**config.mk**
```make
export PLATFORM = sky130hd
export DESIGN_NAME = nmea_checksum_checker_hex_parser
export DESIGN_NICKNAME = d
export VERILOG_FILES = /design/src/rtl/nmea_checksum_checker_hex_parser.sv
export SDC_FILE = /design/constraint.sdc
export NUM_CORES = 1
export LEC_CHECK = 0
export ABC_CLOCK_PERIOD_IN_PS = 800
export BUFFER_PORTS_ARGS = -buffer_cell sky130_fd_sc_hd__buf_4
export CORE_AREA = 5 5 42 44
export DETAILED_ROUTE_END_ITERATION = 16
export DIE_AREA = 0 0 47 49
export SETUP_SLACK_MARGIN = 0.1
export SLEW_MARGIN = 15
export SYNTH_ARGS = -nofsm -noshare
export SYNTH_HDL_FRONTEND = slang
export SYNTH_SLANG_ARGS = --single-unit
export TNS_END_PERCENT = 50
```
**constraint.sdc**
```tcl
create_clock -name vclk -period 0.8
set_input_delay 0.08 -clock vclk [all_inputs]
set_output_delay 0.08 -clock vclk [all_outputs]
set_load 0.1 [all_outputs]
```
**src/rtl/nmea_checksum_checker_hex_parser.sv**
```systemverilog
// Combinational ASCII-hex to binary converter; input characters are assumed valid.
module nmea_checksum_checker_hex_parser #(
    parameter int unsigned B = 8,
    parameter int unsigned L = 1
) (
    input  logic [2*L*B-1:0] chars_i,
    output logic [8*L-1:0]   value_o
);

    // '0'-'9' carry their value in the low nibble; 'A'-'F' have bit 6 set and low nibble 1..6.
    function automatic logic [3:0] nibble(input logic [B-1:0] c);
        return c[6] ? (c[3:0] + 4'd9) : c[3:0];
    endfunction

    always_comb begin
        value_o = '0;
        for (int i = 0; i < 2 * L; i++) begin
            value_o[i*4 +: 4] = nibble(chars_i[i*B +: B]);
        end
    end

endmodule

```
Yosys cells after proc, flatten, opt, wreduce, memory -nomap -nowiden:

Index checks and enable logic that the tools add are counted.

* mux-type cells: 2
* $add $sub $neg: 2

Operators by type and width (number)
* 4-bit adder (second input constant): 2
* 4-bit two-way mux: 2

* register bits: 0
* word-level logic and storage cells: 4

Longest topological paths before layout:

* word-level depth: 2
* depth in mapped cells: 3
* mapped depth without buffers: 3

Least setup slack after synthesis:

Ideal clock, no wire load.

* path type: in2out
* start: input port chars_i[8]
* end: output port value_o[6]
* required time: 720 ps
* data arrival time: 1821 ps
* path buffers: 0
* path slack: -1101 ps
* stages on the path: 3
* cells stage by stage: ha_1 nand2_1 xnor2_1

* longest elaborated chain between the ends: 2

Ends and longest elaborated chain
* start, declared: line 6 `input logic [2*L*B-1:0] chars_i,`
* 4-bit adder: line 12 `return c[6] ? (c[3:0] + 4'd9) : c[3:0];`
* 4-bit two-way mux: line 12
* end, declared: line 7 `output logic [8*L-1:0] value_o`

No other way between the ends.

Worst setup path in the final report:

* start: input port chars_i[8]
* end: output port value_o[5]

Same word-level chain as after synthesis.

==> results.cfg <==
[detailed_routing]
wl_per_cell_um = 12.2
dr.pass1.iters = 4
drc = 0
wirelength_um = 780
viasPerCell = 4.02
vias = 257
drt-initial-drc-count = 1
ant_nets = 0

[synthesis]
synth_area_leaders = mux2_4 (17%), ha_1 (14%), nand2b_1 (14%)
synth.most_common_cell = nand2b_1
syn_area_um2 = 173
ys_types = 9
ys_warn_count = 0
yosys.area.top_type = mux2_4
synth_top_area_share_pct = 17.4
synth_fp_nets = 38
ys_seq_area_share_pct = 0
syn_area_per_cell_um2 = 8.63
syn_inst = 20

[timing]
rsz0062_at_grt = yes
whs_ns = 0.565
layout_setup_ws_ns = -0.127
slew_headroom_pct = 88.4
setup_viol_count_final = 6
tightest_slew_ns = 0.172
drv_slew = 0
fmax_mhz = 1080
fin_crit_ns = 0.927
hold_violations = 0
fin_crit_sh_pct = 116

[layout]
drive_above_1_share_pct = 87.5
seq_area_um2 = 0
antenna_cells_inserted = 0
clkbuf_count = 0
syn_to_final_growth_pct = 319
seq_cell_count = 0
nets = 68
fin_util_pct = 51.6

[setup_path]
crit_path_end_kind = output pin
cp.required_ns = 0.72
path_cells = buf_8, ha_4, mux2_4, buf_12
startpoint = chars_i[8]
critPathKind = in -> out
slowest_delay_ns = 0.27
cpMaxStageDelayCell = mux2_4
crit_arrival_ns = 0.85
worst-path-max-fanout = 4
start_kind = input pin

[global_routing]
grt_pass1_wl_um = 1370
grt-ovfl-total = 0
grt_pass1_vias = 292
antenna_found_initial = 0
grt_usage_pct = 7.75
grt_max_degree = 6

[status]
outcome = finished with violations
violations = negative setup slack

[power]
p_per_area_nw_per_um2 = 1070
p_leak_nw = 0.317
vdd_drop_max_uv = 459

[floorplan]
core_um2 = 1400
start_util_pct = 12.3
dieArea_um2 = 2300
die_y_um = 49
die_x_um = 47
fp-row-count = 14
ioPinCount = 24

[flow_run]
max_cap_viol_count = 0

[clock_network]
ctsHoldBuffers = 0

[min_path]
min-delay-start = chars_i[9]
min_path_type = in -> out

[place]
pre_cts_ws_ns = -0.202
dp_hpwl_um = 586
io_buffers = 18
place_congestion = 0.698
-- cells by family after synthesis --
| kind of cell | synth area share, % |
|---|---|
| muxes | 17.4 |
| AOI/OAI and AO/OA | 14.5 |
| adders and majority gates | 14.5 |
| and+or+nand+nor | 33.3 |
| xor gates and xnor gates | 20.3 |
-- routing by layer --
| layer | track usage (%) | vias up | share of wire [%] |
|---|---|---|---|
| li1 | - | 128 | - |
| met4 | 0 | 0 | 0 |
| met5 | 0 | - | 0 |
| met2 | 14.9 | 0 | 65 |
| met3 | 0 | 0 | 0 |
| met1 | 9.67 | 129 | 35 |
-- area by class of cell --
cell class / instances / area [um2]
fill: 120 / 678
timing repair buffer: 28 / 385
multi-input combinational: 20 / 318
tap: 16 / 20.0
-- what timing repair did --
| action | in CTS | in global routing |
|---|---|---|
| buffers inserted | 0 | 2 |
| setup endpoints to repair | 8 | 8 |
| hold endpoints to repair | 0 | 0 |
| pin swaps | 6 | 6 |
| resized for setup | 35 | 4 |
-- power by group --
part           switching (mW)  internal [mW]  leakage [nW]
registers                   0              0             0
logic                   0.434          0.341         0.317
clock network               0              0             0
-- metrics by stage --
stage | setup TNS, ns | std cells | cell area (um2) | total power, mW
finish | -0.379 | 64 | 723 | 0.776
global route | -0.498 | 64 | 723 | 0.803
CTS | -0.365 | 62 | 691 | 0.761
detailed placement | -1.14 | 62 | 546 | 0.614
global placement | -1.13 | 62 | 546 | 0.610
floorplan | -0.541 | 20 | 305 | 0.417
-- layout by cell type (no fill, tap or decap), drive strengths merged --
cell | synthesis | routed
and3 | 2 | 2
xor2 | 2 | 2
nand2 | 2 | 2
nand4 | 2 | 2
o211ai | 2 | 2
xnor2 | 2 | 2
nand2b | 4 | 4
buf | 0 | 28
mux2 | 2 | 2
ha | 2 | 2
-- worst max-delay path: cells and delay by family --
kind | cells | cell delay [ns]
buf+inv | 2 | 0.27
fa+ha+maj | 1 | 0.22
mux | 1 | 0.27
-- final timing paths --
path,slack (ns),endpoint,depth (start not counted)
hold / removal,0.57,value_o[5],3
setup / recovery,-0.13,value_o[5],4
Power figures use the tool's default switching activity.
